==> src/rtl/io_pkg.sv <==
// Shared types and constants for the UART word bridge.
// Build option: define UART_PARITY_EN for 8E1 framing (even parity on TX, checked on RX).
package io_pkg;

  typedef enum logic [2:0] {
    RX_IDLE,
    RX_START,
    RX_DATA,
    RX_PARITY,
    RX_STOP
  } rx_state_t;

  typedef enum logic [2:0] {
    TX_IDLE,
    TX_START,
    TX_DATA,
    TX_PARITY,
    TX_STOP
  } tx_state_t;

  localparam logic UART_IDLE = 1'b1;
  localparam logic BYTE_LOW  = 1'b0;
  localparam logic BYTE_HIGH = 1'b1;

  function automatic logic even_parity(input logic [7:0] b);
    return ^b;
  endfunction

endpackage

==> src/rtl/io_txq.sv <==
// Small synchronous FIFO holding CPU output words until the UART transmitter takes them.
// Pointers carry one extra wrap bit so full and empty are distinguishable.
module io_txq #(
  parameter int DEPTH = 4,
  parameter int WIDTH = 16
) (
  input  logic             clk,
  input  logic             rst_n,
  input  logic             push,
  input  logic             pop,
  input  logic [WIDTH-1:0] din,
  output logic [WIDTH-1:0] dout,
  output logic             full,
  output logic             empty
);

  localparam int AW = $clog2(DEPTH);

  logic [WIDTH-1:0] mem [DEPTH];
  logic [AW:0]      wr_ptr;
  logic [AW:0]      rd_ptr;
  logic             do_push;
  logic             do_pop;

  assign empty   = (wr_ptr == rd_ptr);
  assign full    = (wr_ptr[AW] != rd_ptr[AW]) && (wr_ptr[AW-1:0] == rd_ptr[AW-1:0]);
  // A push while full is still accepted when a pop frees the slot on the same edge.
  assign do_pop  = pop && !empty;
  assign do_push = push && (!full || do_pop);
  assign dout    = mem[rd_ptr[AW-1:0]];

  // Storage array; contents need no reset since the pointers define validity.
  always_ff @(posedge clk) begin
    if (do_push) mem[wr_ptr[AW-1:0]] <= din;
  end

  // Read and write pointer advance.
  always_ff @(posedge clk or negedge rst_n) begin
    if (!rst_n) begin
      wr_ptr <= '0;
      rd_ptr <= '0;
    end else begin
      if (do_push) wr_ptr <= wr_ptr + 1'b1;
      if (do_pop)  rd_ptr <= rd_ptr + 1'b1;
    end
  end

endmodule

==> src/rtl/io_uart_bridge.sv <==
// Host-side UART endpoint for the CPU word I/O ports: RX bytes are paired into
// little-endian 16-bit words for in_port; out_port words are queued and sent as two bytes.
// Build option: define UART_PARITY_EN for even parity; otherwise 8N1.
module io_uart_bridge
  import io_pkg::*;
#(
  parameter int CLKS_PER_BIT = 868,
  parameter int TXQ_DEPTH    = 4
) (
  input  logic        clk,
  input  logic        rst_n,
  input  logic        uart_rx,
  output logic        uart_tx,
  output logic [15:0] cpu_in_port,
  output logic        cpu_input_valid,
  input  logic        cpu_input_ready,
  input  logic [15:0] cpu_out_port,
  input  logic        cpu_output_valid,
  input  logic        clr_status,
  output logic        rx_overrun,
  output logic        rx_frame_err,
  output logic        tx_overflow
);

  localparam int CW = $clog2(CLKS_PER_BIT);
  localparam logic [CW-1:0] BIT_LAST  = CW'(CLKS_PER_BIT - 1);
  localparam logic [CW-1:0] HALF_LAST = CW'(CLKS_PER_BIT / 2 - 1);

  logic      rx_meta;
  logic      rx_sync;
  rx_state_t rx_state;
  logic [CW-1:0] rx_cnt;
  logic [2:0]    rx_bit;
  logic [7:0]    rx_byte;
  logic [7:0]    rx_low;
  logic          rx_phase;
`ifdef UART_PARITY_EN
  logic          rx_par_ok;
`endif
  logic          rx_xfer;

  tx_state_t     tx_state;
  logic [CW-1:0] tx_cnt;
  logic [2:0]    tx_bit;
  logic [7:0]    tx_byte;
  logic [7:0]    tx_hi;
  logic          tx_half;

  logic          q_push;
  logic          q_pop;
  logic          q_full;
  logic          q_empty;
  logic [15:0]   q_dout;
  logic          tx_bypass;
  logic [15:0]   tx_word;

  assign rx_xfer = cpu_input_valid && cpu_input_ready;

  // Two-flop synchronizer for the asynchronous serial input.
  always_ff @(posedge clk or negedge rst_n) begin
    if (!rst_n) begin
      rx_meta <= UART_IDLE;
      rx_sync <= UART_IDLE;
    end else begin
      rx_meta <= uart_rx;
      rx_sync <= rx_meta;
    end
  end

  // Receiver FSM, byte pairing, CPU-side handshake and RX sticky flags.
  always_ff @(posedge clk or negedge rst_n) begin
    if (!rst_n) begin
      rx_state        <= RX_IDLE;
      rx_cnt          <= '0;
      rx_bit          <= '0;
      rx_byte         <= '0;
      rx_low          <= '0;
      rx_phase        <= BYTE_LOW;
`ifdef UART_PARITY_EN
      rx_par_ok       <= 1'b0;
`endif
      cpu_in_port     <= '0;
      cpu_input_valid <= 1'b0;
      rx_overrun      <= 1'b0;
      rx_frame_err    <= 1'b0;
    end else begin
      if (clr_status) begin
        rx_overrun   <= 1'b0;
        rx_frame_err <= 1'b0;
      end
      if (rx_xfer) cpu_input_valid <= 1'b0;
      case (rx_state)
        RX_IDLE: begin
          rx_cnt <= '0;
          if (rx_sync == 1'b0) rx_state <= RX_START;
        end
        RX_START: begin
          if (rx_cnt == HALF_LAST) begin
            rx_cnt <= '0;
            rx_bit <= '0;
            rx_state <= rx_sync ? RX_IDLE : RX_DATA;
          end else begin
            rx_cnt <= rx_cnt + CW'(1);
          end
        end
        RX_DATA: begin
          if (rx_cnt == BIT_LAST) begin
            rx_cnt  <= '0;
            rx_byte <= {rx_sync, rx_byte[7:1]};
            if (rx_bit == 3'd7) begin
`ifdef UART_PARITY_EN
              rx_state <= RX_PARITY;
`else
              rx_state <= RX_STOP;
`endif
            end else begin
              rx_bit <= rx_bit + 3'd1;
            end
          end else begin
            rx_cnt <= rx_cnt + CW'(1);
          end
        end
`ifdef UART_PARITY_EN
        RX_PARITY: begin
          if (rx_cnt == BIT_LAST) begin
            rx_cnt    <= '0;
            rx_par_ok <= (rx_sync == even_parity(rx_byte));
            rx_state  <= RX_STOP;
          end else begin
            rx_cnt <= rx_cnt + CW'(1);
          end
        end
`endif
        RX_STOP: begin
          if (rx_cnt == BIT_LAST) begin
            rx_cnt   <= '0;
            rx_state <= RX_IDLE;
`ifdef UART_PARITY_EN
            if (rx_sync && rx_par_ok) begin
`else
            if (rx_sync) begin
`endif
              if (rx_phase == BYTE_LOW) begin
                rx_low   <= rx_byte;
                rx_phase <= BYTE_HIGH;
              end else begin
                rx_phase <= BYTE_LOW;
                if (!cpu_input_valid || rx_xfer) begin
                  cpu_in_port     <= {rx_byte, rx_low};
                  cpu_input_valid <= 1'b1;
                end else begin
                  rx_overrun <= 1'b1;
                end
              end
            end else begin
              rx_frame_err <= 1'b1;
              rx_phase     <= BYTE_LOW;
            end
          end else begin
            rx_cnt <= rx_cnt + CW'(1);
          end
        end
        default: rx_state <= RX_IDLE;
      endcase
    end
  end

  // An idle transmitter with an empty queue takes a fresh strobe directly,
  // so the start bit appears the cycle after the strobe.
  assign tx_bypass = (tx_state == TX_IDLE) && q_empty && cpu_output_valid;
  assign q_pop     = (tx_state == TX_IDLE) && !q_empty;
  assign q_push    = cpu_output_valid && !tx_bypass;
  assign tx_word   = q_pop ? q_dout : cpu_out_port;

  io_txq #(
    .DEPTH(TXQ_DEPTH),
    .WIDTH(16)
  ) u_txq (
    .clk  (clk),
    .rst_n(rst_n),
    .push (q_push),
    .pop  (q_pop),
    .din  (cpu_out_port),
    .dout (q_dout),
    .full (q_full),
    .empty(q_empty)
  );

  // Transmitter FSM: low byte then high byte, plus the TX overflow flag.
  always_ff @(posedge clk or negedge rst_n) begin
    if (!rst_n) begin
      tx_state    <= TX_IDLE;
      tx_cnt      <= '0;
      tx_bit      <= '0;
      tx_byte     <= '0;
      tx_hi       <= '0;
      tx_half     <= 1'b0;
      uart_tx     <= UART_IDLE;
      tx_overflow <= 1'b0;
    end else begin
      if (clr_status) tx_overflow <= 1'b0;
      if (q_push && q_full && !q_pop) tx_overflow <= 1'b1;
      case (tx_state)
        TX_IDLE: begin
          tx_cnt  <= '0;
          uart_tx <= UART_IDLE;
          if (q_pop || tx_bypass) begin
            tx_byte  <= tx_word[7:0];
            tx_hi    <= tx_word[15:8];
            tx_half  <= 1'b0;
            uart_tx  <= 1'b0;
            tx_state <= TX_START;
          end
        end
        TX_START: begin
          if (tx_cnt == BIT_LAST) begin
            tx_cnt   <= '0;
            tx_bit   <= '0;
            uart_tx  <= tx_byte[0];
            tx_state <= TX_DATA;
          end else begin
            tx_cnt <= tx_cnt + CW'(1);
          end
        end
        TX_DATA: begin
          if (tx_cnt == BIT_LAST) begin
            tx_cnt <= '0;
            if (tx_bit == 3'd7) begin
`ifdef UART_PARITY_EN
              uart_tx  <= even_parity(tx_byte);
              tx_state <= TX_PARITY;
`else
              uart_tx  <= 1'b1;
              tx_state <= TX_STOP;
`endif
            end else begin
              tx_bit  <= tx_bit + 3'd1;
              uart_tx <= tx_byte[tx_bit + 3'd1];
            end
          end else begin
            tx_cnt <= tx_cnt + CW'(1);
          end
        end
`ifdef UART_PARITY_EN
        TX_PARITY: begin
          if (tx_cnt == BIT_LAST) begin
            tx_cnt   <= '0;
            uart_tx  <= 1'b1;
            tx_state <= TX_STOP;
          end else begin
            tx_cnt <= tx_cnt + CW'(1);
          end
        end
`endif
        TX_STOP: begin
          if (tx_cnt == BIT_LAST) begin
            tx_cnt <= '0;
            if (!tx_half) begin
              tx_half  <= 1'b1;
              tx_byte  <= tx_hi;
              uart_tx  <= 1'b0;
              tx_state <= TX_START;
            end else begin
              uart_tx  <= UART_IDLE;
              tx_state <= TX_IDLE;
            end
          end else begin
            tx_cnt <= tx_cnt + CW'(1);
          end
        end
        default: begin
          uart_tx  <= UART_IDLE;
          tx_state <= TX_IDLE;
        end
      endcase
    end
  end

endmodule

==> config.mk <==
export PLATFORM = sky130hd
export DESIGN_NAME = io_uart_bridge
export DESIGN_NICKNAME = d
export VERILOG_FILES = /design/src/rtl/io_pkg.sv /design/src/rtl/io_txq.sv /design/src/rtl/io_uart_bridge.sv
export SDC_FILE = /design/constraint.sdc
export NUM_CORES = 1
export LEC_CHECK = 0
export ABC_AREA = 0
export BUFFER_PORTS_ARGS = -buffer_cell sky130_fd_sc_hd__buf_2
export CAP_MARGIN = 40
export CORE_MARGIN = 1.5
export CORE_UTILIZATION = 45
export DETAILED_ROUTE_END_ITERATION = 8
export PLACE_DENSITY_LB_ADDON = 0.25
export SYNTH_ARGS = -nofsm -noshare
export SYNTH_HDL_FRONTEND = slang
export SYNTH_SLANG_ARGS = --single-unit
==> constraint.sdc <==
create_clock -name clk -period 2.3 [get_ports clk]
set_input_delay 0.46 -clock clk [delete_from_list [all_inputs] [get_ports clk]]
set_output_delay 0.46 -clock clk [all_outputs]
set_load 0.005 [all_outputs]
# --- Word-level counts from Yosys, hierarchy flattened ---
# Memory sizes are Yosys's and may differ from the RTL's.
# Index checks and enable logic that the tools add are counted.
# W data, S select, Z words.
word_totals:
  ram_bits: 64
  n_memories: 1
  word_cells: 164
  out_inout_bits: 21
  regBits: 95
op_classes:
  n_lt_le_gt_ge: 1
  mux: 66
  eq_ne: 27
  reduce_logical: 40
  add_sub_neg: 6
  bitwise_logic: 1
memory_table:
  columns: ["memory", "depth", "word_bits", "read_ports", "rd_clocked_by_memory_dff", "wr", "line", "source"]
  rows:
  - ["u_txq.mem", 4, 16, 1, 0, 1, "io_txq.sv:19", "logic [WIDTH-1:0] mem [DEPTH];"]
op_table:
  columns: ["operator", "n"]
  rows:
  - ["$mux W3", 16]
  - ["$mux W1", 32]
  - ["$mux W10", 3]
  - ["$pmux W10 S3", 1]
  - ["$mux W8", 3]
  - ["$ne A2 B2 Y1 const B", 12]
  - ["$pmux W3 S4", 2]
  - ["$add A10 B1 Y10 const B", 2]
  - ["$eq A10 B10 Y1 const B", 2]
  - ["$pmux W10 S2", 1]
  - ["$mux W16", 1]
  - ["$pmux W8 S2", 1]
  - ["$reduce_and A4 Y1", 4]
  - ["$reduce_and A5 Y1", 3]
  - ["$add A3 B1 Y3 const B", 4]
  - ["$eq A3 B3 Y1 const B", 4]
  - ["$pmux W3 S2", 2]
  - ["$eq A10 B9 Y1 const B", 1]
  - ["$logic_and A1 B1 Y1", 10]
  - ["$reduce_bool A2 Y1", 5]
  - ["$eq A3 B1 Y1 const B", 2]
  - ["$eq A3 B2 Y1 const B", 2]
  - ["$logic_not A3 Y1", 2]
  - ["$reduce_and A2 Y1", 3]
  - ["16 further kinds", 23]

# --- Logic depth before layout (Yosys ltp) ---
logic_depth:
  ltp_word: 8
  ltp_mapped: 7

# --- Cells and area by module ---
# From an unflattened synthesis, not the netlist that was laid out.
unflattened:
  hier_cells: 516
  area_unflattened_um2: 7156.9
by_module_without_submodules:
  columns: ["module", "area_per_inst_um2", "seq_area_each_um2", "cells_per_inst", "instances"]
  rows:
  - ["io_uart_bridge", 4390.5, 2230.9, 386, 1]
  - ["io_txq", 2766.4, 2072.0, 130, 1]

# --- Worst setup path after synthesis ---
# OpenSTA, ideal clock, no wires.
synth_timing:
  kind: "reg-to-reg"
  startpoint: "reg u_txq.rd_ptr[0]"
  endpoint: "mem u_txq.mem[2][0] (enable)"
  slack_ns: 0.093
  stages_incl_launch_ff: 7
  arrival_ns: 1.834
  required_ns: 1.926
  setup_ns: 0.374
  path_buffers: 2
  path_cell_list: "dfrtp_1 > buf_2 > xor2_1 > buf_2 > or2_2 > o21a_1 > and2_1"
synth_via:
  elab_chain_len: 8
  elab_cells_between_ends: 15
  classes_between: "2 x eq/ne; 2 x mux; 11 x reduce/logical"
synth_lines:
  columns: ["element", "line", "source"]
  rows:
  - ["start, declared", "io_txq.sv:21", "logic [AW:0] rd_ptr;"]
  - ["start signal, assigned", "io_txq.sv:44", "if (do_pop) rd_ptr <= rd_ptr + 1'b1;"]
  - ["$eq A3 B3 Y1", "io_txq.sv:25", "assign empty = (wr_ptr == rd_ptr);"]
  - ["$logic_and A1 B1 Y1 or $logic_not A1 Y1 (tied branches)", "io_uart_bridge.sv:170, io_txq.sv:28, io_uart_bridge.sv:171", null]
  - ["$logic_and A1 B1 Y1, on equally long branches", "io_uart_bridge.sv:170, io_uart_bridge.sv:171", null]
  - ["$logic_not A1 Y1 or $logic_and A1 B1 Y1 (tied branches)", "io_uart_bridge.sv:172, io_txq.sv:28", null]
  - ["$logic_and A1 B1 Y1 or $logic_or A1 B1 Y1 (tied branches)", "io_uart_bridge.sv:172, io_txq.sv:29", null]
  - ["$logic_and A1 B1 Y1 (*)", "io_txq.sv:29", "assign do_push = push && (!full || do_pop);"]
  - ["$mux W1 (*)", "io_txq.sv:34", "if (do_push) mem[wr_ptr[AW-1:0]] <= din;"]
  - ["$mux W1 (not written as such) (*)", "io_txq.sv:34", null]
  - ["end, declared", "io_txq.sv:19", null]
# Mark *: on every way between the ends. The rest lies on a longest branch, timed or not.

# --- Worst setup path in the final report ---
layout_timing:
  startpoint: "reg rx_cnt[0]"
  endpoint: "reg cpu_in_port[10]"
layout_via:
  elab_chain_len: 2
layout_lines:
  columns: ["element", "line", "source"]
  rows:
  - ["start, declared", "io_uart_bridge.sv:32", "logic [CW-1:0] rx_cnt;"]
  - ["start signal, assigned", "io_uart_bridge.sv:103", "rx_cnt <= rx_cnt + CW'(1);"]
  - ["start signal, assigned", "io_uart_bridge.sv:120", "rx_cnt <= rx_cnt + CW'(1);"]
  - ["start signal, assigned", "io_uart_bridge.sv:160", "rx_cnt <= rx_cnt + CW'(1);"]
  - ["$eq A10 B10 Y1", "io_uart_bridge.sv:135", "if (rx_cnt == BIT_LAST) begin"]
  - ["$reduce_and A5 Y1 (no line)", null, null]
  - ["end signal, assigned", "io_uart_bridge.sv:149", "cpu_in_port <= {rx_byte, rx_low};"]
  - ["end, declared", "io_uart_bridge.sv:14", "output logic [15:0] cpu_in_port,"]
# No other way between the ends.
# A chain may end at the register's enable or synchronous reset.

==> results.md <==
* Status: completed
* Final setup viols at 0
* Worst-skew pair later-pin latency at 0.42 ns
* Reg power frac at 48.8%
* Register bit total from synthesis at 159
* Async set-reset flop share out of synthesis at 59.7%
* DRT iter0 DRCs at 286
* Initial antenna violation count at 0
* DR vias at 4629
* Number of synthesized flops with an enable pin at 64
* Critical Path AT at 2.41 ns
* Synth top area cells: dfrtp_1, edfxtp_1, mux2_2
* Met2 Track Usage GR at 30.7%
* Resized cells post-CTS at 0
* Clock power frac at 40.6%
* Met1 Resource Use GR at 24.2%
* Max incr delay on CP at 0.43 ns
* Cell area after synthesis at 7310 sq um
* Worst ir drop on vdd at 553 uV
* Buffers on Ports at 42
* Distinct cells, synth at 71
* ANT nets after route at 0
* Combinational cell fraction of total power at 10.6%
* Count leader, synth: dfrtp_1
* Die W at 130 microns
* Grt met3 use at 4.23%
* P_leak at 0.00361 uW
* TritonCTS sink count at 159
* CTS Buf Count at 17
* Fraction of layout cells with a size suffix above 1 at 30.2%
* GP Congestion at 0.829
* Pwr per Cell Area at 792 nW/um^2
* DRC at 0
* Most Used Layer, Global Route: met2
* Worst setup path class: flop to flop
* Die Ht at 130 microns
* Worst-path clk slew at 0.07 ns
* Starting Density at 46.0%
* Slew HR at 52.5%
* R2R Setup Slk at 0.19 ns
* ANT cells at 0
* CP Cell Sequence: ha_1 > and4b_1 > and3_2 > nand4_4 > mux2_2
* DIE AREA at 17000 sq um
* Post-place setup slack at 0.212 ns
* Leading area contributor after synthesis: dfrtp_1
* Clock root buffer master: clkbuf_16
* Startpoint Class: flop
* Critical path's top delay family: simple AND/OR/NAND/NOR gates
* Buf/Inv on CP at 0
* Seq/Total Area, Yosys at 58.8%
* # H-tree levels at 4
* Routed Wire Length at 14600 microns
* Max cap viols at 0
* Gr usage total at 18.4%
* Via density at 5.58
* Largest net degree at the start of global routing at 31
* CTS Buffer Depth at 2
* Remaining global-route overflow at 0
* Final WS setup at 0.190 ns
* Switching share of power at 26.8%
* Predominant post-synthesis flop cell: dfrtp_1
* Crit. End Element: flop
* Slew Limit Fails at 0
* Tcrit/Tclk final at 91.7%
* Post-synth top area share at 31.5%
* Syn Area/Cell at 13.7 sq um
* Vias in the first global route at 4651
* Drt first pass iters at 4
* WL/cell at 17.6 microns
* Core Area at 15900 sq um
* Dpl hpwl at 9760 microns
* RSZ-0062 raised after global routing: false
* Psw at 1830 uW
* FP Rows at 46
* Area Overhead vs Synth at 17.4%
* CTS tree: built
* Worst slew pin tran at 0.710 ns
* Top cells by count, synth: dfrtp_1, edfxtp_1, mux2_2
* Pint at 4980 uW
* Layout Utilization at 54.1%
* Worst path slowest cell: dfrtp_1
* Fillers at 1325
* Syn. warnings at 0
* HP Class: input port to flop
* Clk_skew at 0.00952 ns
* Ports at 43
* CP max FO at 16
* Fin. Hold Viols at 0
* Req. time, crit path at 2.60 ns
* First-pass GRT wire length at 24100 microns
* Fmax at 474 MHz
* Syn_nets at 568
* Post-Synthesis Cells at 534
* Final setup TNS at 0 ns
* Total Nets Final at 634
* Final min period at 2.11 ns
-- cells by family after synthesis --
group	count (synthesis)	synth area share, %
buffers and inverters	43	2.67
and+or+nand+nor	135	11.2
adders and majority gates	13	2.19
DFF	159	58.8
xor gates and xnor gates	9	1.08
muxes	69	13.2
AOI/OAI and AO/OA	106	10.9
-- cell usage in the layout, fill, tap and decap left out, types with 9 or more instances in the layout --
cell / instances
nor2_1: 21
o211ai_1: 14
dfrtp_1: 92
mux2_2: 39
o31ai_1: 9
mux2i_1: 12
mux4_2: 18
edfxtp_1: 64
nand2_1: 30
o21ai_0: 15
nand3_1: 14
a211oi_1: 9
clkbuf_16: 17
ha_1: 12
buf_4: 26
a31oi_1: 9
a21oi_1: 9
inv_1: 16
buf_2: 41
-- what timing repair did --
item / 4_1_cts / 5_1_grt
hold endpoints to repair: 27 / 0
buffers inserted: 0 / 0
hold buffers: 1 / 0
-- power groups by stage --
stage          clock network, uW  registers, uW  logic, uW
6_report                    2770           3320        721
5_1_grt                     2940           3340        792
4_1_cts                     2830           3320        733
3_5_place_dp                   0           3380        727
3_3_place_gp                   0           3360        715
2_1_floorplan                  0           3350        381
-- per-layer routing --
layer	vias to the layer above	part of all wire, %
li1	2196	-
met1	2342	45
met2	79	51
met3	12	3.0
met4	0	1.2
met5	-	0
-- flip-flops by register name, summed over array words and instances, names as in the netlist, 3 cells and up --
register	cells
u_txq.mem	64
cpu_in_port	16
rx_cnt	10
tx_cnt	10
rx_byte	8
rx_low	8
tx_byte	8
tx_hi	8
rx_bit	3
rx_state	3
tx_bit	3
tx_state	3
u_txq.rd_ptr	3
u_txq.wr_ptr	3
-- layout make-up --
class / instances / area (sq um) / area share (%)
Sequential cell: 159 / 4300 / 50.1
Timing Repair Buffer: 74 / 531 / 6.18
Inverter: 16 / 60.1 / 0.699
Clock buffer: 17 / 425 / 4.95
Clock inverter: 15 / 170 / 1.98
Multi-Input combinational cell: 332 / 2830 / 32.9
Tap cell: 216 / 270 / 3.15
-- worst paths after layout --
path                            from              end  depth (start not counted)
min reg2reg                  rx_meta          rx_sync                          0
max reg2reg                rx_cnt[0]  cpu_in_port[10]                          5
max                        rx_cnt[0]  cpu_in_port[10]                          5
min in group asynchronous      rst_n        tx_cnt[7]                          2
max in group asynchronous      rst_n          rx_meta                          3
min                          uart_rx          rx_meta                          1
-- per-stage QoR --
stage | hold slack, ns | std cells | instance area, sq um | power [uW]
final | 0.137 | 829 | 8590 | 6800
after global routing | 0.116 | 829 | 8590 | 7070
after floorplan | 0.164 | 534 | 7310 | 3740
after detailed placement | 0.347 | 796 | 7980 | 4100
after CTS | 0.116 | 829 | 8590 | 6880
after global placement | 0.348 | 796 | 7980 | 4080
(Power assumes the default switching activity.)
